==> config.mk <==
export PLATFORM = sky130hd
export DESIGN_NAME = instr_fetch_unit
export DESIGN_NICKNAME = d
export VERILOG_FILES = /design/src/rtl/instr_fetch_unit.sv
export SDC_FILE = /design/constraint.sdc
export NUM_CORES = 1
export LEC_CHECK = 0
export ABC_AREA = 1
export BUFFER_PORTS_ARGS = -buffer_cell sky130_fd_sc_hd__buf_2
export CAP_MARGIN = 40
export CORE_MARGIN = 3
export CORE_UTILIZATION = 50
export DETAILED_ROUTE_END_ITERATION = 7
export MAX_ROUTING_LAYER = met4
export PLACE_DENSITY = 0.82
export SYNTH_ARGS = -nofsm -noshare
export SYNTH_HDL_FRONTEND = slang
export SYNTH_SLANG_ARGS = --single-unit
==> constraint.sdc <==
create_clock -name clk -period 3 [get_ports clk]
set_clock_uncertainty 0.1 [all_clocks]
set_input_delay 0.6 -clock clk [delete_from_list [all_inputs] [get_ports clk]]
set_output_delay 0.6 -clock clk [all_outputs]
set_load 0.01 [all_outputs]
==> src/rtl/instr_fetch_unit.sv <==
// instr_fetch_unit: multi-cycle, non-pipelined instruction fetch stage.
// Holds the PC and fetches one instruction word at a time from instruction
// memory over a req/ready handshake. The word is presented to the control
// unit, and the next PC is then chosen from fetch_op/jump_control. The block
// stops fetching on fetch_op=3 and leaves that state only on reset.
//
// Ports:
//   clk, rst_n                 clock (rising edge), async active-low reset
//   fetch_op, jump_control     next-PC selection from the control unit
//   branch_cond                datapath branch condition
//   jmp_addr                   sign-extended relative offset (base = pc)
//   jr_addr                    absolute jump-register target
//   stall                      holds EXEC; pc does not advance
//   imem_req/addr/ready/rdata  instruction memory read handshake
//   instr, instr_valid         registered instruction for the control unit
//   pc, pc_plus1               current PC and its link value (pc+1)
//   halted                     fetching has stopped
module instr_fetch_unit #(
  parameter int ADDR_W = 10,
  parameter int DATA_W = 10,
  parameter logic [ADDR_W-1:0] RESET_PC = {ADDR_W{1'b0}}
) (
  input  logic              clk,
  input  logic              rst_n,
  input  logic [1:0]        fetch_op,
  input  logic              jump_control,
  input  logic              branch_cond,
  input  logic [ADDR_W-1:0] jmp_addr,
  input  logic [ADDR_W-1:0] jr_addr,
  input  logic              stall,
  output logic              imem_req,
  output logic [ADDR_W-1:0] imem_addr,
  input  logic              imem_ready,
  input  logic [DATA_W-1:0] imem_rdata,
  output logic [DATA_W-1:0] instr,
  output logic              instr_valid,
  output logic [ADDR_W-1:0] pc,
  output logic [ADDR_W-1:0] pc_plus1,
  output logic              halted
);

  typedef enum logic [1:0] {
    IDLE  = 2'd0,
    FETCH = 2'd1,
    EXEC  = 2'd2,
    HALT  = 2'd3
  } state_t;

  localparam logic [ADDR_W-1:0] PC_ONE = {{(ADDR_W-1){1'b0}}, 1'b1};

  state_t            state_r;
  logic [ADDR_W-1:0] pc_r;
  logic [DATA_W-1:0] instr_r;
  logic              req_r;
  logic              valid_r;
  logic              halted_r;
  logic [ADDR_W-1:0] pc_plus1_s;
  logic [ADDR_W-1:0] next_pc_s;

  // Link value; wraps naturally at 2^ADDR_W.
  assign pc_plus1_s = pc_r + PC_ONE;

  // Next-PC selection; relative targets are based on the current pc.
  always_comb begin
    next_pc_s = pc_plus1_s;
    case (fetch_op)
      2'd0: next_pc_s = pc_plus1_s;
      2'd1: begin
        if (jump_control || branch_cond) begin
          next_pc_s = pc_r + jmp_addr;
        end else begin
          next_pc_s = pc_plus1_s;
        end
      end
      2'd2:    next_pc_s = jr_addr;
      2'd3:    next_pc_s = pc_r;
      default: next_pc_s = pc_r;
    endcase
  end

  // FSM with registered handshake/status flags. req_r is cleared by the
  // async reset, so a pending request drops the instant rst_n falls and any
  // late imem_ready is ignored because IDLE never looks at it.
  always_ff @(posedge clk or negedge rst_n) begin
    if (!rst_n) begin
      state_r  <= IDLE;
      pc_r     <= RESET_PC;
      instr_r  <= {DATA_W{1'b0}};
      req_r    <= 1'b0;
      valid_r  <= 1'b0;
      halted_r <= 1'b0;
    end else begin
      case (state_r)
        IDLE: begin
          state_r <= FETCH;
          req_r   <= 1'b1;
        end
        FETCH: begin
          if (imem_ready) begin
            instr_r <= imem_rdata;
            state_r <= EXEC;
            req_r   <= 1'b0;
            valid_r <= 1'b1;
          end else begin
            state_r <= FETCH;
          end
        end
        EXEC: begin
          if (stall) begin
            state_r <= EXEC;
          end else if (fetch_op == 2'd3) begin
            state_r  <= HALT;
            valid_r  <= 1'b0;
            halted_r <= 1'b1;
          end else begin
            pc_r    <= next_pc_s;
            state_r <= FETCH;
            valid_r <= 1'b0;
            req_r   <= 1'b1;
          end
        end
        HALT: begin
          state_r <= HALT;
        end
        default: begin
          state_r  <= IDLE;
          req_r    <= 1'b0;
          valid_r  <= 1'b0;
          halted_r <= 1'b0;
        end
      endcase
    end
  end

  assign imem_req    = req_r;
  assign imem_addr   = pc_r;
  assign pc          = pc_r;
  assign pc_plus1    = pc_plus1_s;
  assign instr       = instr_r;
  assign instr_valid = valid_r;
  assign halted      = halted_r;

endmodule
==> flow_metrics.py <==
metrics = {
    "status": {
        "status": "finished clean",
    },
    "sta": {
        "period_needed_ps": 2540,
        "setup_tns_ps": 0,
        "worst-slew-pin-transition_ps": 586,
        "setup_viol_count_final": 0,
        "final_hold_viol_count": 0,
        "slew_headroom_pct": 60.9,
        "slew_viol_final": 0,
        "whs_ps": 225,
        "fin_crit_sh_pct": 84.7,
        "rsz0062_at_grt": "no",
        "fmax_ghz": 0.393,
    },
    "synth": {
        "netlist_area_um2": 1990,
        "yosysWarnings": 0,
        "yosys-top-cells-area": "dfrtp_1, nand2_1, ha_1, inv_1, a21oi_1",
        "yosysTopAreaCell": "dfrtp_1",
        "syn_avg_cell_area_um2": 6.80,
        "synth_seq_area_share_pct": 31.4,
        "synthCells": 293,
        "synthesis.nets": 345,
        "synth_seq_cells": 25,
        "synth_top_area_share_pct": 31.4,
        "netlist-cell-type-count": 30,
    },
    "clock_tree": {
        "post_cts_buffers": 0,
        "cts.repair.resized": 0,
        "postCtsHoldBufs": 0,
        "cts_buffers": 3,
        "htree_levels": 1,
        "cts_tree": "yes",
        "cts_buffer_depth": 2,
        "path_clk_slew_ps": 80,
        "cts_sinks": 25,
        "clk_latency_ps": 260,
        "clock-root-buffer": "clkbuf_8",
    },
    "drt": {
        "drt_iter0_markers": 134,
        "routed_wirelength_mm": 5.09,
        "drc": 0,
        "ant_nets": 0,
        "dr.pass1.iters": 4,
        "routedWlPerCell_um": 12.4,
        "via_per_inst": 5.08,
        "vias": 2088,
    },
    "worst_setup_path": {
        "critPathLaunchType": "flip-flop",
        "cp_max_fo": 6,
        "critPathKind": "flip-flop to output pin",
        "end_kind": "output pin",
        "cp.arrival_ps": 1840,
        "cp.required_ps": 2300,
    },
    "die": {
        "core_area_um2": 3740,
        "die_h_um": 69.1,
        "start_util_pct": 53.2,
        "num_rows": 22,
        "dieArea_um2": 4780,
        "io-pin-count": 81,
        "die_w_um": 69.1,
    },
    "pwr": {
        "ir_drop_mv": 0.452,
        "p_total_mw": 2.30,
        "p_leak_nw": 1.43,
        "p_per_area_nw_per_um2": 958,
    },
    "final_layout": {
        "area_growth_pct": 20.4,
        "utilization_pct": 64.1,
        "diodes": 0,
        "final_nets": 416,
        "drive_gt1_share_pct": 26.4,
    },
    "global_route": {
        "grt_pass1_vias": 1851,
        "antenna_found_initial": 0,
        "grt_max_degree": 26,
        "grt_pass1_wl_mm": 8.27,
        "overflow": 0,
        "grt_usage_pct": 21.6,
    },
    "run": {
        "maxCapViolCount": 0,
    },
    "placed_design": {
        "dp_hpwl_mm": 4.10,
        "port_buffers": 80,
        "finalWeightedCongestion": 0.929,
    },
    "worst_hold_path": {
        "min_path_type": "input pin to async pin",
    },
}
[worst max-delay path, stage by stage (launching register included)]
cell and delay (ps):
dfrtp_1 460, ha_1 230, nand2_1 110, nor2_2 180, nand2_1 80, xor2_1 300
inv_1 70, buf_2 140
[kinds of logic after synthesis]
group / after synthesis / synth area share [%]
xor gates and xnor gates: 8 / 3.52
and+or+nand+nor: 147 / 30.6
buffers and inverters: 54 / 12.5
adders and majority gates: 14 / 9.17
DFF: 25 / 31.4
AOI/OAI and AO/OA: 45 / 12.8
[registers in the layout, summed over array words and instances, names as in the netlist]
| name | count |
|---|---|
| imem_req | 1 |
| halted | 1 |
| instr_valid | 1 |
| imem_addr | 10 |
| state_r | 2 |
| instr | 10 |
[cell type report]
cell class | instances | area (um^2)
Fill cell | 365 | 1340
Tap cell | 48 | 60.1
Multi-Input combinational cell | 214 | 1120
Timing Repair Buffer | 80 | 400
Clock buffer | 4 | 45.0
Inverter | 40 | 150
Sequential cell | 25 | 626
[where the power goes]
group	leakage, nW	total (mW)	internal, mW	switching [mW]
combinational	1.11	1.43	0.574	0.857
sequential	0.297	0.669	0.492	0.177
clock	0.0228	0.198	0.0949	0.103
[per-stage QoR]
step           setup slack (ps)  cell area [um^2]  cells
2_1_floorplan               979              1990    293
6_report                    458              2400    411
5_1_grt                     327              2400    411
4_1_cts                     468              2400    411
3_3_place_gp                805              2350    407
3_5_place_dp                742              2350    407
[cells in the mapped netlist, drive strengths merged]
master and instances:
clkinv 1, a21oi 22, nor2 21, a22oi 2, fa 1, nand3 14
nand3b 1, nand2 106, nand4 3, ha 13, o21a 2, o21ai 15
nor3 2, dfrtp 25, clkbuf 2, xor2 5, a31o 1, xnor2 3
inv 39, buf 12, o21bai 2, a21o 1
[final timing paths]
check / start / endpoint / slack [ps] / depth (start not counted)
setup / recovery: imem_addr[0] / pc_plus1[6] / 460 / 7
hold / removal: rst_n / instr_valid / 230 / 1
setup reg to reg: imem_addr[0] / imem_addr[6] / 920 / 11
hold reg to reg: halted / halted / 370 / 1
max in group asynchronous: rst_n / imem_addr[8] / 2190 / 1
min in group clk: halted / halted / 370 / 1
[metal layers]
layer / vias to the layer above / share of wire, % / global-route usage, % / routed length (um)
li1: 1056 / - / - / -
met1: 946 / 44 / 28.5 / 2230
met2: 82 / 47 / 35.1 / 2410
met3: 4 / 7.6 / 4.08 / 389
met4: 0 / 0.98 / 3.47 / 50
met5: - / 0 / - / 0
[cells in the final DEF (no fill, tap or decap), drive strengths merged, types with 3 or more instances in the layout]
master	n
ha	13
clkbuf	4
xor2	5
nand2	106
nor2	21
xnor2	3
dfrtp	25
nand4	3
a21oi	22
buf	80
nand3	14
o21ai	15
inv	39
(Power assumes the default switching activity.)
